## src/rtl/ram_arbiter_pkg.sv

```systemverilog
// Shared constants and types for the two-port RAM arbiter: RAM action codes,
// default memory size and the sequencer state encoding.
package ram_arbiter_pkg;

    localparam logic [1:0] RAM_NOP   = 2'b00;
    localparam logic [1:0] RAM_READ  = 2'b01;
    localparam logic [1:0] RAM_WRITE = 2'b10;

    localparam int MEM_SIZE_DEF = 1024;

    typedef enum logic {
        IDLE   = 1'b0,
        ACCESS = 1'b1
    } state_t;

    // An out-of-bounds access must never reach the RAM as a real command.
    function automatic logic [1:0] ram_cmd(input logic [1:0] act, input logic oob);
        return oob ? RAM_NOP : act;
    endfunction

endpackage

```

## src/rtl/ram_arbiter_if.sv

```systemverilog
// Bundle of the two requester ports plus the RAM-side command/data signals.
// The arbiter uses the slave view; requesters and the RAM sit on the master view.
interface ram_arbiter_if #(
    parameter int ADDR_W = 32,
    parameter int DATA_W = 32
) ();

    logic              i_req0;
    logic [1:0]        i_act0;
    logic [ADDR_W-1:0] i_addr0;
    logic [DATA_W-1:0] i_wval0;
    logic              o_ack0;
    logic              o_err0;
    logic [DATA_W-1:0] o_rval0;

    logic              i_req1;
    logic [1:0]        i_act1;
    logic [ADDR_W-1:0] i_addr1;
    logic [DATA_W-1:0] i_wval1;
    logic              o_ack1;
    logic              o_err1;
    logic [DATA_W-1:0] o_rval1;

    logic [1:0]        o_ram_action;
    logic [ADDR_W-1:0] o_ram_addr;
    logic [DATA_W-1:0] o_ram_val;
    logic [DATA_W-1:0] i_ram_val;

    modport slave (
        input  i_req0, i_act0, i_addr0, i_wval0,
        input  i_req1, i_act1, i_addr1, i_wval1,
        input  i_ram_val,
        output o_ack0, o_err0, o_rval0,
        output o_ack1, o_err1, o_rval1,
        output o_ram_action, o_ram_addr, o_ram_val
    );

    modport master (
        output i_req0, i_act0, i_addr0, i_wval0,
        output i_req1, i_act1, i_addr1, i_wval1,
        output i_ram_val,
        input  o_ack0, o_err0, o_rval0,
        input  o_ack1, o_err1, o_rval1,
        input  o_ram_action, o_ram_addr, o_ram_val
    );

endinterface

```

## src/rtl/ram_arbiter_rr_pick2.sv

```systemverilog
// Combinational two-way round-robin selector: on a tie the port that was not
// granted last wins, otherwise the sole eligible port is chosen.
module rr_pick2 (
    input  logic [1:0] eligible_i,
    input  logic       last_i,
    output logic       grant_o,
    output logic       valid_o
);

    always_comb begin
        valid_o = |eligible_i;
        case (eligible_i)
            2'b11:   grant_o = ~last_i;
            2'b10:   grant_o = 1'b1;
            default: grant_o = 1'b0;
        endcase
    end

endmodule

```

## src/rtl/ram_arbiter.sv

```systemverilog
// Two-requester round-robin arbiter and single-cycle sequencer in front of a
// big-endian 32-bit word RAM, with bounds checking and registered read data.
module ram_arbiter
    import ram_arbiter_pkg::*;
#(
    parameter int MEM_SIZE = MEM_SIZE_DEF,
    parameter int ADDR_W   = 32,
    parameter int DATA_W   = 32
) (
    input  logic         i_clk,
    input  logic         i_rst,
    ram_arbiter_if.slave bus
);

    // One extra bit so addresses near the top of the address space cannot wrap.
    localparam logic [ADDR_W:0] LAST_WORD = (ADDR_W + 1)'(MEM_SIZE - 4);

    state_t            state_q;
    logic              last_q;
    logic              id_q;
    logic              oob_q;
    logic [1:0]        act_q;
    logic [1:0]        ack_q;
    logic [1:0]        err_q;
    logic [DATA_W-1:0] rval_q [2];
    logic [1:0]        ram_action_q;
    logic [ADDR_W-1:0] ram_addr_q;
    logic [DATA_W-1:0] ram_val_q;

    logic [1:0]        eligible;
    logic              pick_id;
    logic              pick_valid;
    logic [1:0]        win_act;
    logic [ADDR_W-1:0] win_addr;
    logic [DATA_W-1:0] win_wval;
    logic              win_oob;

    // A port whose ack is on the wire this cycle is still dropping its request.
    assign eligible = {bus.i_req1, bus.i_req0} & ~ack_q;

    rr_pick2 u_pick (
        .eligible_i (eligible),
        .last_i     (last_q),
        .grant_o    (pick_id),
        .valid_o    (pick_valid)
    );

    assign win_act  = pick_id ? bus.i_act1  : bus.i_act0;
    assign win_addr = pick_id ? bus.i_addr1 : bus.i_addr0;
    assign win_wval = pick_id ? bus.i_wval1 : bus.i_wval0;
    assign win_oob  = {1'b0, win_addr} > LAST_WORD;

    always_ff @(posedge i_clk or posedge i_rst) begin
        if (i_rst) begin
            state_q      <= IDLE;
            last_q       <= 1'b1;
            id_q         <= 1'b0;
            oob_q        <= 1'b0;
            act_q        <= RAM_NOP;
            ack_q        <= '0;
            err_q        <= '0;
            rval_q[0]    <= '0;
            rval_q[1]    <= '0;
            ram_action_q <= RAM_NOP;
            ram_addr_q   <= '0;
            ram_val_q    <= '0;
        end else begin
            ack_q <= '0;
            err_q <= '0;
            case (state_q)
                IDLE: begin
                    ram_action_q <= RAM_NOP;
                    if (pick_valid) begin
                        id_q         <= pick_id;
                        last_q       <= pick_id;
                        act_q        <= win_act;
                        oob_q        <= win_oob;
                        ram_action_q <= ram_cmd(win_act, win_oob);
                        ram_addr_q   <= win_addr;
                        ram_val_q    <= win_wval;
                        state_q      <= ACCESS;
                    end
                end
                ACCESS: begin
                    ram_action_q <= RAM_NOP;
                    ack_q[id_q]  <= 1'b1;
                    err_q[id_q]  <= oob_q;
                    if (act_q == RAM_READ && !oob_q) begin
                        rval_q[id_q] <= bus.i_ram_val;
                    end
                    state_q <= IDLE;
                end
                default: state_q <= IDLE;
            endcase
        end
    end

    assign bus.o_ack0        = ack_q[0];
    assign bus.o_ack1        = ack_q[1];
    assign bus.o_err0        = err_q[0];
    assign bus.o_err1        = err_q[1];
    assign bus.o_rval0       = rval_q[0];
    assign bus.o_rval1       = rval_q[1];
    assign bus.o_ram_action  = ram_action_q;
    assign bus.o_ram_addr    = ram_addr_q;
    assign bus.o_ram_val     = ram_val_q;

endmodule

```

## src/flat_wrapper.sv

```systemverilog
// flat-port wrapper written by rule: the top's interface ports become plain ports
module ram_arbiter_flat import ram_arbiter_pkg::*;
#(
    parameter int MEM_SIZE = MEM_SIZE_DEF,
    parameter int ADDR_W   = 32,
    parameter int DATA_W   = 32
)
  (i_clk, i_rst, bus_i_req0, bus_i_act0, bus_i_addr0, bus_i_wval0, bus_i_req1, bus_i_act1, bus_i_addr1, bus_i_wval1, bus_i_ram_val, bus_o_ack0, bus_o_err0, bus_o_rval0, bus_o_ack1, bus_o_err1, bus_o_rval1, bus_o_ram_action, bus_o_ram_addr, bus_o_ram_val);
  ram_arbiter_if #(.ADDR_W(ADDR_W), .DATA_W(DATA_W)) bus_i ();
  input  logic i_clk;
  input  logic i_rst;
  input wire logic [$bits(bus_i.i_req0)-1:0] bus_i_req0;
  input wire logic [$bits(bus_i.i_act0)-1:0] bus_i_act0;
  input wire logic [$bits(bus_i.i_addr0)-1:0] bus_i_addr0;
  input wire logic [$bits(bus_i.i_wval0)-1:0] bus_i_wval0;
  input wire logic [$bits(bus_i.i_req1)-1:0] bus_i_req1;
  input wire logic [$bits(bus_i.i_act1)-1:0] bus_i_act1;
  input wire logic [$bits(bus_i.i_addr1)-1:0] bus_i_addr1;
  input wire logic [$bits(bus_i.i_wval1)-1:0] bus_i_wval1;
  input wire logic [$bits(bus_i.i_ram_val)-1:0] bus_i_ram_val;
  output wire logic [$bits(bus_i.o_ack0)-1:0] bus_o_ack0;
  output wire logic [$bits(bus_i.o_err0)-1:0] bus_o_err0;
  output wire logic [$bits(bus_i.o_rval0)-1:0] bus_o_rval0;
  output wire logic [$bits(bus_i.o_ack1)-1:0] bus_o_ack1;
  output wire logic [$bits(bus_i.o_err1)-1:0] bus_o_err1;
  output wire logic [$bits(bus_i.o_rval1)-1:0] bus_o_rval1;
  output wire logic [$bits(bus_i.o_ram_action)-1:0] bus_o_ram_action;
  output wire logic [$bits(bus_i.o_ram_addr)-1:0] bus_o_ram_addr;
  output wire logic [$bits(bus_i.o_ram_val)-1:0] bus_o_ram_val;
  assign bus_i.i_req0 = bus_i_req0;
  assign bus_i.i_act0 = bus_i_act0;
  assign bus_i.i_addr0 = bus_i_addr0;
  assign bus_i.i_wval0 = bus_i_wval0;
  assign bus_i.i_req1 = bus_i_req1;
  assign bus_i.i_act1 = bus_i_act1;
  assign bus_i.i_addr1 = bus_i_addr1;
  assign bus_i.i_wval1 = bus_i_wval1;
  assign bus_i.i_ram_val = bus_i_ram_val;
  assign bus_o_ack0 = bus_i.o_ack0;
  assign bus_o_err0 = bus_i.o_err0;
  assign bus_o_rval0 = bus_i.o_rval0;
  assign bus_o_ack1 = bus_i.o_ack1;
  assign bus_o_err1 = bus_i.o_err1;
  assign bus_o_rval1 = bus_i.o_rval1;
  assign bus_o_ram_action = bus_i.o_ram_action;
  assign bus_o_ram_addr = bus_i.o_ram_addr;
  assign bus_o_ram_val = bus_i.o_ram_val;
  ram_arbiter #(.MEM_SIZE(MEM_SIZE), .ADDR_W(ADDR_W), .DATA_W(DATA_W)) u_core (.i_clk(i_clk), .i_rst(i_rst), .bus(bus_i));
endmodule
```

## config.mk

```make
export PLATFORM = sky130hd
export DESIGN_NAME = ram_arbiter_flat
export DESIGN_NICKNAME = d
export VERILOG_FILES = /design/src/rtl/ram_arbiter_pkg.sv /design/src/rtl/ram_arbiter_if.sv /design/src/rtl/ram_arbiter_rr_pick2.sv /design/src/rtl/ram_arbiter.sv /design/src/flat_wrapper.sv
export SDC_FILE = /design/constraint.sdc
export NUM_CORES = 1
export LEC_CHECK = 0
export ABC_AREA = 1
export BUFFER_PORTS_ARGS = -buffer_cell sky130_fd_sc_hd__buf_2
export CELL_PAD_IN_SITES_DETAIL_PLACEMENT = 1
export CELL_PAD_IN_SITES_GLOBAL_PLACEMENT = 2
export CORE_MARGIN = 2
export CORE_UTILIZATION = 27
export CTS_CLUSTER_DIAMETER = 80
export DETAILED_ROUTE_END_ITERATION = 7
export GPL_ROUTABILITY_DRIVEN = 1
export PLACE_DENSITY = 0.92
export SYNTH_ARGS = -nofsm -noshare
export SYNTH_HDL_FRONTEND = slang
export SYNTH_SLANG_ARGS = --single-unit
```

## constraint.sdc

```tcl
create_clock -name i_clk -period 11.5 [get_ports i_clk]
set_input_delay 1.15 -clock i_clk [delete_from_list [all_inputs] [get_ports i_clk]]
set_output_delay 1.15 -clock i_clk [all_outputs]
set_load 0.01 [all_outputs]
```

[After elaboration in Yosys (flattened, before gate mapping)]
Index checks and enable logic that the tools add are counted.
Operators by class
  $lt $le $gt $ge: 5
  eq/ne operators: 3
  muxes and demuxes: 16
  bitwise logic cells: 6
  reductions and logical operators: 7
Operators with widths (number)
  32-bit two-way mux: 3
  64-bit bitwise mux: 1
  32-bit demux with 1-bit select: 1
  32-bit by 10-bit > comparator with 1-bit output, second input constant: 1
  2-bit two-way mux: 5
  2-bit bitwise AND: 2
  2-bit == test, second input constant: 2
  1-bit one-hot mux with 2 select lines: 2
  2-bit one-hot mux with 2 select lines: 1
  2-bit AND reduction: 2
  1-bit logical AND: 3
  2-bit by 1-bit == test with 1-bit output, second input constant: 1
  2-bit >= comparator, second input constant: 1
  1-bit by 2-bit less-than comparator with 1-bit output, second input constant: 1
  2-bit by 1-bit less-than comparator with 1-bit output, second input constant: 1
  1-bit two-way mux: 2
  1-bit inverter: 2
  1-bit inverter with 2-bit output: 1
  2-bit inverter: 1
  2-bit OR reduction: 1
  1-bit demux with 1-bit select: 1
  1-bit >= comparator, second input constant: 1
  1-bit logical NOT: 1
Word-level totals
  register bits after elaboration: 140
  input bits: 168
  logic and storage cells: 49

[Logic depth before layout (Yosys ltp)]
Gate-level depths: netlist of run 1.
  depth in word-level cells: 9
  gate-level depth with buffers: 13
  gate-level depth less buffers: 12

[By module]
Synthesis of run 1 repeated with hierarchy kept, for this count alone.
Unflattened totals
  cells, all modules: 714
  area, all modules: 5965.7 sq um
Modules (own cells, without submodules)
  ram_arbiter: times used 1, cells each 711, area an instance 5950.7 sq um, sequential area each 3504.6 sq um
  rr_pick2: times used 1, cells each 3, area an instance 15.0 sq um, sequential area each 0.0 sq um

[Worst setup path after synthesis of run 1]
No wires, ideal clock.
  path type: input-to-reg
  from: in bus_i_req1
  to: reg u_core.oob_q
  data arrival time: 2.149 ns
  data required time: 11.383 ns
  slack: 9.234 ns
  cell stages on the path: 12
  path buffers: 1
  path through: inv_1 nor2_8 nand2_8 buf_6 nand2_1 nand2_1 nor2_1 nand3_1 nor2_1 nand3_1 nand2_1 nand2_1
Between the ends
  cells in the longest elaborated chain, start to end: 5
RTL lines
  start, declared: RTL line flat_wrapper.sv:16  | input wire logic [$bits(bus_i.i_req1)-1:0] bus_i_req1;
  2-bit bitwise AND (*): RTL line ram_arbiter.sv:39  | assign eligible = {bus.i_req1, bus.i_req0} & ~ack_q;
  2-bit == test: RTL line ram_arbiter_rr_pick2.sv:12  | case (eligible_i)
  1-bit one-hot mux with 2 select lines: RTL line ram_arbiter_rr_pick2.sv:12
  32-bit two-way mux: RTL line ram_arbiter.sv:49  | assign win_addr = pick_id ? bus.i_addr1 : bus.i_addr0;
  32-bit by 10-bit > comparator with 1-bit output: RTL line ram_arbiter.sv:51  | assign win_oob = {1'b0, win_addr} > LAST_WORD;
  end signal, assigned: RTL line ram_arbiter.sv:77  | oob_q <= win_oob;
  end, declared: RTL line ram_arbiter.sv:21  | logic oob_q;
Mark *: on every way between the ends. The rest lies on a longest branch, timed or not.
A chain may end at the register's enable or synchronous reset.

[Worst setup path after layout of run 1]
  from: in bus_i_req1
  to: reg u_core.ram_action_q[1], in the netlist u_core.bus.o_ram_action[1]
Between the ends
  cells in the longest elaborated chain, start to end: 8
RTL lines
  2-bit bitwise AND (*): RTL line ram_arbiter.sv:39
  2-bit == test: RTL line ram_arbiter_rr_pick2.sv:12
  1-bit one-hot mux with 2 select lines: RTL line ram_arbiter_rr_pick2.sv:12
  32-bit two-way mux: RTL line ram_arbiter.sv:49
  32-bit by 10-bit > comparator with 1-bit output: RTL line ram_arbiter.sv:51
  2-bit two-way mux: RTL line ram_arbiter_pkg.sv:18  | return oob ? RAM_NOP : act;
  2-bit two-way mux (*): RTL line ram_arbiter.sv:73  | if (pick_valid) begin
  2-bit one-hot mux with 2 select lines (*): RTL line ram_arbiter.sv:70  | case (state_q)
  end signal, assigned: RTL line ram_arbiter.sv:78  | ram_action_q <= ram_cmd(win_act, win_oob);
  end, declared: RTL line ram_arbiter.sv:26  | logic [1:0] ram_action_q;
Marks and branches as above.

==> results of run 1 <==
-- cell usage in the layout, fill, tap and decap left out, drive strengths merged --
| cell | count |
|---|---|
| a21oi | 1 |
| a31oi | 21 |
| buf | 305 |
| clkbuf | 18 |
| clkinv | 4 |
| clkinvlp | 3 |
| dfrtp | 139 |
| dfstp | 1 |
| diode | 2 |
| inv | 62 |
| nand2 | 201 |
| nand3 | 21 |
| nand3b | 7 |
| nor2 | 78 |
| nor3 | 1 |
| o21ai | 144 |
-- per-stage QoR --
step / util, % / instances / area [µm²] / power, W
final: 37.95 / 1288 / 8307 / 0.002288
after global routing: 37.93 / 1287 / 8304 / 0.002476
after CTS: 37.92 / 1286 / 8302 / 0.002330
after detailed placement: 35.34 / 1254 / 7736 / 0.001786
after floorplan: - / 710 / 6042 / 0.001379
after global placement: 35.34 / 1254 / 7736 / 0.001752
-- logic make-up after synthesis --
group	Yosys count	share of synthesized area, %
AO/OA/AOI/OAI	166	14.37
AND/OR/NAND/NOR	308	20.77
flip-flops	140	58.00
buffers and inverters	96	6.854
-- cells in the mapped netlist --
cell type | count | area [µm²]
sky130_fd_sc_hd__buf_1 | 1 | 3.750
sky130_fd_sc_hd__nand3_1 | 20 | 100.1
sky130_fd_sc_hd__a31oi_1 | 21 | 131.4
sky130_fd_sc_hd__o21ai_1 | 32 | 160.2
sky130_fd_sc_hd__nor2_8 | 1 | 20.02
sky130_fd_sc_hd__o21ai_0 | 112 | 560.5
sky130_fd_sc_hd__buf_6 | 5 | 56.30
sky130_fd_sc_hd__nor3_1 | 1 | 5.000
sky130_fd_sc_hd__a21oi_4 | 1 | 16.27
sky130_fd_sc_hd__nand3b_1 | 7 | 52.55
sky130_fd_sc_hd__inv_1 | 52 | 195.2
sky130_fd_sc_hd__buf_2 | 10 | 50.05
sky130_fd_sc_hd__nand2_1 | 200 | 750.7
sky130_fd_sc_hd__inv_2 | 3 | 11.26
sky130_fd_sc_hd__nand2_8 | 1 | 20.02
sky130_fd_sc_hd__buf_4 | 1 | 7.510
sky130_fd_sc_hd__nor2_1 | 77 | 289.0
sky130_fd_sc_hd__dfrtp_1 | 139 | 3478
sky130_fd_sc_hd__dfstp_2 | 1 | 26.28
sky130_fd_sc_hd__nand3_4 | 1 | 17.52
sky130_fd_sc_hd__clkbuf_1 | 24 | 90.09
-- flip-flops by register name, summed over array words and instances (netlist names) --
signal	count
u_core.ack_q	2
u_core.act_q	2
u_core.bus.o_ram_action	2
u_core.bus.o_ram_addr	32
u_core.bus.o_ram_val	32
u_core.bus.o_rval0	32
u_core.bus.o_rval1	32
u_core.err_q	2
u_core.id_q	1
u_core.last_q	1
u_core.oob_q	1
u_core.state_q	1
-- final timing paths --
path	startpoint	endpoint	cells after the start
min in group asynchronous	i_rst	u_core.bus.o_ram_val[19]	2
max in group asynchronous	i_rst	u_core.bus.o_rval1[7]	3
min reg2reg	u_core.bus.o_rval0[13]	u_core.bus.o_rval0[13]	2
max reg2reg	u_core.ack_q[1]	u_core.bus.o_ram_action[1]	8
max	bus_i_req1	u_core.bus.o_ram_action[1]	10
min	u_core.bus.o_rval0[13]	u_core.bus.o_rval0[13]	2
-- tightest hold or removal path, delay by kind of cell, from the launching register on --
| family | cells | cell delay [ps] |
|---|---|---|
| and+or+nand+nor | 1 | 50 |
| AOI/OAI and AO/OA | 1 | 50 |
| DFF | 1 | 340 |
-- layer usage --
| metal | track usage [%] | share of wire [%] | routed length [µm] |
|---|---|---|---|
| met1 | 22.09 | 44 | 9148 |
| met2 | 29.50 | 48 | 9922 |
| met3 | 4.904 | 6.4 | 1322 |
| met4 | 5.941 | 1.8 | 378 |
| met5 | 0 | 0 | 0 |
-- power breakdown --
group | leakage (nW) | total, W | switching (W) | internal, W
registers | 1.63 | 0.000871 | 0.000134 | 0.000737
logic | 2.56 | 0.000886 | 0.000552 | 0.000333
clock network | 0.270 | 0.000531 | 0.000241 | 0.000290
total | 4.46 | 0.00229 | 0.000927 | 0.00136
-- layout make-up --
type	count	area (µm²)	area share, %
Sequential cell	140	3505	42.19
Multi-Input combinational cell	474	2133	25.68
Timing Repair Buffer	305	1536	18.50
Clock buffer	18	439.2	5.287
Tap cell	280	350.3	4.218
Inverter	55	211.5	2.546
Clock inverter	14	126.4	1.521
Antenna cell	2	5.005	0.06025
==> results.env, run 1 <==
MAX-SLEW-MARGIN-REL_PCT=33.56
SYNTHESIS.YOSYS.WARNINGS=0
SYNTH.DISTINCT_CELLS=21
DR_TOTAL_VIAS=5812
LAYOUT_WORST_PATH_CYCLE_SHARE_PCT=28.40
CTS-BUFFERS-INSERTED=17
TNS_PS=0
SYN_TO_FINAL_GROWTH_PCT=37.48
FINAL.FILL_COUNT=2714
SYNTHESIS.AREA_UM2=6042
AVGROUTEDWIREPERCELL_UM=16.13
GRT_OVERFLOW_TOTAL=0
GRT_PASS1_VIAS=6132
DIE_WIDTH_UM=153.6
MAX_CAP_VIOL_COUNT=0
CLOCKROOTBUFFER='sky130_fd_sc_hd__clkbuf_16'
MAX_FREQ_MHz=306.2
FIN_WS_PS=8234
POST_CTS_BUFFERS=0
FINISH.NET_COUNT=1161
FIN_WORST_SKEW_PS=11.62
DRT_FIRST_PASS_ITERS=4
GRTUSAGETOTAL_PCT=17.66
FINAL-HOLD-VIOLATION-COUNT=0
CRITICAL_PATH_CLASS='input port to register'
REG2REG_SLACK_PS=8640
PATH_CLK_SLEW_PS=70
WORSTHOLDPATHTYPE='register to register'
DRIVE_ABOVE_1_SHARE_PCT=34.59
WIRE_LENGTH_OF_THE_FIRST_GLOBAL_ROUTING_PASS_UM=33000
PERIOD_MINUS_SLACK_PS=3266
POST-DP-HPWL_UM=14930
STATUS='complete, no violations'
WORSTSETUPSTARTPOINTTYPE='input port'
POWER_PER_CELL_AREA_nW_PER_UM2=275.4
CORE.ROWCOUNT=54
WORST-PATH-BUF-INV=5
SYN-NUM-NETS=878
CP_SLOWEST_CELL='sky130_fd_sc_hd__inv_2'
CLOCK_SINK_COUNT=140
PLACE_WS_PS=7750
CTS_TREE='built'
STATIC_LEAKAGE_nW=4.460
DETAIL_ROUTE.DRC_VIOLATIONS=0
CRITICAL_PATH.MAX_FANOUT=80
HTREEDEPTH=4
DESIGN.CORE.AREA_UM2=21890
INSERTION_DELAY_PS=420
REGISTER_AREA_SHARE_AFTER_SYNTHESIS_PCT=58.00
RSZ0062_AT_GRT='no'
POWER.IR.VDD_WORST_mV=0.08805
ROUTE.ANTENNA.REMAINING_NETS=0
IO_BUFFERS=301
INITIAL_UTILIZATION_PCT=27.60
TIGHTESTPINTRANSITION_PS=995.2
POST_CTS_RESIZE_COUNT=0
PIN_COUNT_OF_THE_BIGGEST_NET_ENTERING_GLOBAL_ROUTING=81
DR.FIRST_ITER.DRC_COUNT=273
CPPEAKSTAGEDELAY_PS=610
POST_CTS_HOLD_FIX_BUFS=0
TIMING.CRITICAL_PATH.TO_TYPE='register'
DIE_AREA_UM2=23590
VIA_PER_INST=4.512
MAXSLEWVIOLCOUNT=0
I_O_PIN_COUNT=302
PATH_DELAY_FAMILY='buffers and inverters'
TIMING.CRITICAL_PATH.ARRIVAL_PS=3610
GRT_ANTENNA_BEFORE_REPAIR=2
WIRELENGTH_UM=20770
SETUP_VIOL=0
SYNTH_AREA_PER_CELL_UM2=8.510
CRIT_REQUIRED_PS=11840
SYNTHCELLS=710
CLK_PATH_BUF_DEPTH=2
GP_CONGESTION=0.7877
POSTSYNTHREGISTERBITS=140
OVERALL_DIE_HEIGHT_UM=153.6
WORSTPATHCELLLIST='buf_2 -> inv_1 -> nor2_8 -> inv_2 -> a21oi_4 -> buf_4 -> inv_2 -> nor2_1 -> o21ai_1 -> nor2_1'
WORST_HOLD_SLACK_PS=480.0
No activity file was read; power rests on OpenSTA's default activity.
==> inputs of run 2 (changes only) <==
CORE_UTILIZATION = 25   (was 27)
PLACE_DENSITY = 0.86   (was 0.92)
clock period = 3.3 ns   (was 11.5 ns; I/O delays follow)
==> run 2 against run 1 <==
Effect of this change:
- sequential power rose to 3.5 times the previous value
- clock skew fell by 1.5 ps
- global-route usage shrank 0.70 points
- first-iteration DRC count shrank 10%
- largest cell class unchanged
==> results.env, run 2 (same netlist as run 1, synthesis figures left out) <==
PATH_DELAY_FAMILY='simple AND/OR/NAND/NOR gates'
PATH_CLK_SLEW_PS=70  # about the same
GRT_ANTENNA_BEFORE_REPAIR=3  # +1
GRT_PASS1_VIAS=6238  # +1.7%
DIE_AREA_UM2=25430  # +7.8%
HTREEDEPTH=4  # unchanged
CTS-BUFFERS-INSERTED=17  # unchanged
CPPEAKSTAGEDELAY_PS=550  # -60 ps
STATUS='complete, no violations'
POST_CTS_BUFFERS=0  # unchanged
WORSTSETUPSTARTPOINTTYPE='register'
MAX_FREQ_MHz=426.3
GP_CONGESTION=0.8082  # +2.6%
POSTLAYOUTCOREUTIL_PCT=35.75  # -2.2 points
DR_TOTAL_VIAS=5852  # +0.69%
TIMING.CRITICAL_PATH.ARRIVAL_PS=2650  # -960 ps
FINAL_COMMON_CELL='sky130_fd_sc_hd__buf_2'
POST-DP-HPWL_UM=15740  # +5.4%
DRT_FIRST_PASS_ITERS=5  # +1
DIE_WIDTH_UM=159.5  # +3.8%
DR.FIRST_ITER.DRC_COUNT=245  # -10%
DESIGN.CORE.AREA_UM2=23610  # +7.9%
LAYOUT_WORST_PATH_CYCLE_SHARE_PCT=71.08
CLK_PATH_BUF_DEPTH=2  # unchanged
DETAIL_ROUTE.DRC_VIOLATIONS=0  # unchanged
IO_BUFFERS=301  # unchanged
LAYOUT_COMMON_CELLS='sky130_fd_sc_hd__buf_2, sky130_fd_sc_hd__nand2_1, sky130_fd_sc_hd__dfrtp_1, sky130_fd_sc_hd__o21ai_0, sky130_fd_sc_hd__nor2_1'
FINISH.NET_COUNT=1165  # +0.34%
FINAL.FILL_COUNT=2951  # +8.7%
POST_CTS_RESIZE_COUNT=0  # unchanged
POWER_PER_CELL_AREA_nW_PER_UM2=965.0  # +250%
FIN_WORST_SKEW_PS=10.07  # -1.544 ps
OVERALL_DIE_HEIGHT_UM=159.5  # +3.8%
PERIOD_MINUS_SLACK_PS=2346
TIMING.CRITICAL_PATH.TO_TYPE='register'
I_O_PIN_COUNT=302  # unchanged
VIA_PER_INST=4.400  # -2.5%
MAX_CAP_VIOL_COUNT=0  # unchanged
CRITICAL_PATH.MAX_FANOUT=44  # -45%
PIN_COUNT_OF_THE_BIGGEST_NET_ENTERING_GLOBAL_ROUTING=82  # +1.2%
SETUP_VIOL=0  # unchanged
WORST-PATH-BUF-INV=1  # -4
AVGROUTEDWIREPERCELL_UM=15.95  # -1.1%
SYN_TO_FINAL_GROWTH_PCT=39.72
MAX-SLEW-MARGIN-REL_PCT=47.40  # +14 points
CTS_TREE='built'
DRIVE_ABOVE_1_SHARE_PCT=34.85  # +0.26 points
STATIC_LEAKAGE_nW=4.510  # +1.1%
FINAL-HOLD-VIOLATION-COUNT=0  # unchanged
TNS_PS=0  # unchanged
CRIT_REQUIRED_PS=3600  # -8240 ps
INSERTION_DELAY_PS=420  # about the same
MAXSLEWVIOLCOUNT=0  # unchanged
WIRELENGTH_UM=21210  # +2.1%
GRTUSAGETOTAL_PCT=16.96  # -0.70 points
CORE.ROWCOUNT=56  # +3.7%
TIGHTESTPINTRANSITION_PS=789.0  # -206.2 ps
WORST_PATH_MOST_REPEATED_CELL='sky130_fd_sc_hd__nand2_1'
CP_SLOWEST_CELL='sky130_fd_sc_hd__dfstp_2'
RSZ0062_AT_GRT='no'
ROUTE.ANTENNA.REMAINING_NETS=0  # unchanged
GRT_OVERFLOW_TOTAL=0  # unchanged
CLOCK_SINK_COUNT=140  # unchanged
WIRE_LENGTH_OF_THE_FIRST_GLOBAL_ROUTING_PASS_UM=34180  # +3.6%
POWER.IR.VDD_WORST_mV=0.4724  # +440%
WORSTPATHCELLLIST='nand3_4 -> nand2_8 -> inv_2 -> nand2_1 -> nand2_1 -> nor2_1 -> nand2_1 -> nor2_1 -> nand3_1 -> nand2_1 -> nand2_1'
INITIAL_UTILIZATION_PCT=25.59  # -2.0 points
WORSTHOLDPATHTYPE='input port to async pin'
CRITICAL_PATH_CLASS='register to register'
POST_CTS_HOLD_FIX_BUFS=0  # unchanged
CLOCKROOTBUFFER='sky130_fd_sc_hd__clkbuf_16'
## run 2: layout make-up
cell class | instances | area (µm²) | share of cell area, %
flip-flops and latches | 140 | 3505 | 41.51
diodes | 1 | 2.502 | 0.02964
clock buffers | 18 | 439.2 | 5.202
repair buffers | 309 | 1579 | 18.70
inverters | 55 | 210.2 | 2.490
clock inverters | 14 | 173.9 | 2.060
multi-input cells | 474 | 2133 | 25.27
well taps | 319 | 399.1 | 4.728
## run 2: path summary, 6_finish.rpt
kind	start	endpoint	slack (ps)	depth (start not counted)
setup / recovery	u_core.last_q	u_core.oob_q	950	11
hold reg to reg	u_core.bus.o_rval0[22]	u_core.bus.o_rval0[22]	480	2
min in group i_clk	bus_i_wval1[5]	u_core.bus.o_ram_val[5]	170	3
setup reg to reg	u_core.last_q	u_core.oob_q	950	11
hold / removal	i_rst	u_core.bus.o_ram_val[21]	40	3
max in group asynchronous	i_rst	u_core.bus.o_rval0[31]	2600	3
## run 2: through the flow
| step | cells | setup slack, ps | total power [W] | cell area [µm²] | hold WS [ps] |
|---|---|---|---|---|---|
| detailed placement | 1297 | 888.4 | 0.006252 | 7826 | 468.2 |
| global placement | 1297 | 936.2 | 0.006162 | 7826 | 461.4 |
| finish | 1330 | 954.2 | 0.008146 | 8442 | 41.94 |
| global route | 1330 | 672.0 | 0.008812 | 8442 | 102.1 |
| CTS | 1329 | 875.7 | 0.008311 | 8439 | 74.16 |
| floorplan | 710 | 1222 | 0.004805 | 6046 | 449.0 |
## run 2: report_power, final
| group | total [W] | switching (W) | internal, W |
|---|---|---|---|
| Clock | 0.00201 | 0.000840 | 0.00117 |
| Sequential | 0.00302 | 0.000449 | 0.00257 |
| Combinational | 0.00312 | 0.00195 | 0.00117 |
## run 2: worst register-to-register path, cell delays in order, from the launching register on
cell and delay, ps:
sky130_fd_sc_hd__dfstp_2 550, sky130_fd_sc_hd__nand3_4 280, sky130_fd_sc_hd__nand2_8 390, sky130_fd_sc_hd__inv_2 270, sky130_fd_sc_hd__nand2_1 150, sky130_fd_sc_hd__nand2_1 50, sky130_fd_sc_hd__nor2_1 100, sky130_fd_sc_hd__nand2_1 70
sky130_fd_sc_hd__nor2_1 110, sky130_fd_sc_hd__nand3_1 130, sky130_fd_sc_hd__nand2_1 80, sky130_fd_sc_hd__nand2_1 60
## run 2: layer usage
| layer | track usage, % | vias to the layer above | share of wire (%) |
|---|---|---|---|
| li1 | - | 2861 | - |
| met1 | 21.34 | 2745 | 43 |
| met2 | 28.41 | 216 | 48 |
| met3 | 4.845 | 26 | 7.0 |
| met4 | 4.835 | 4 | 1.8 |
| met5 | 0 | - | 0.099 |
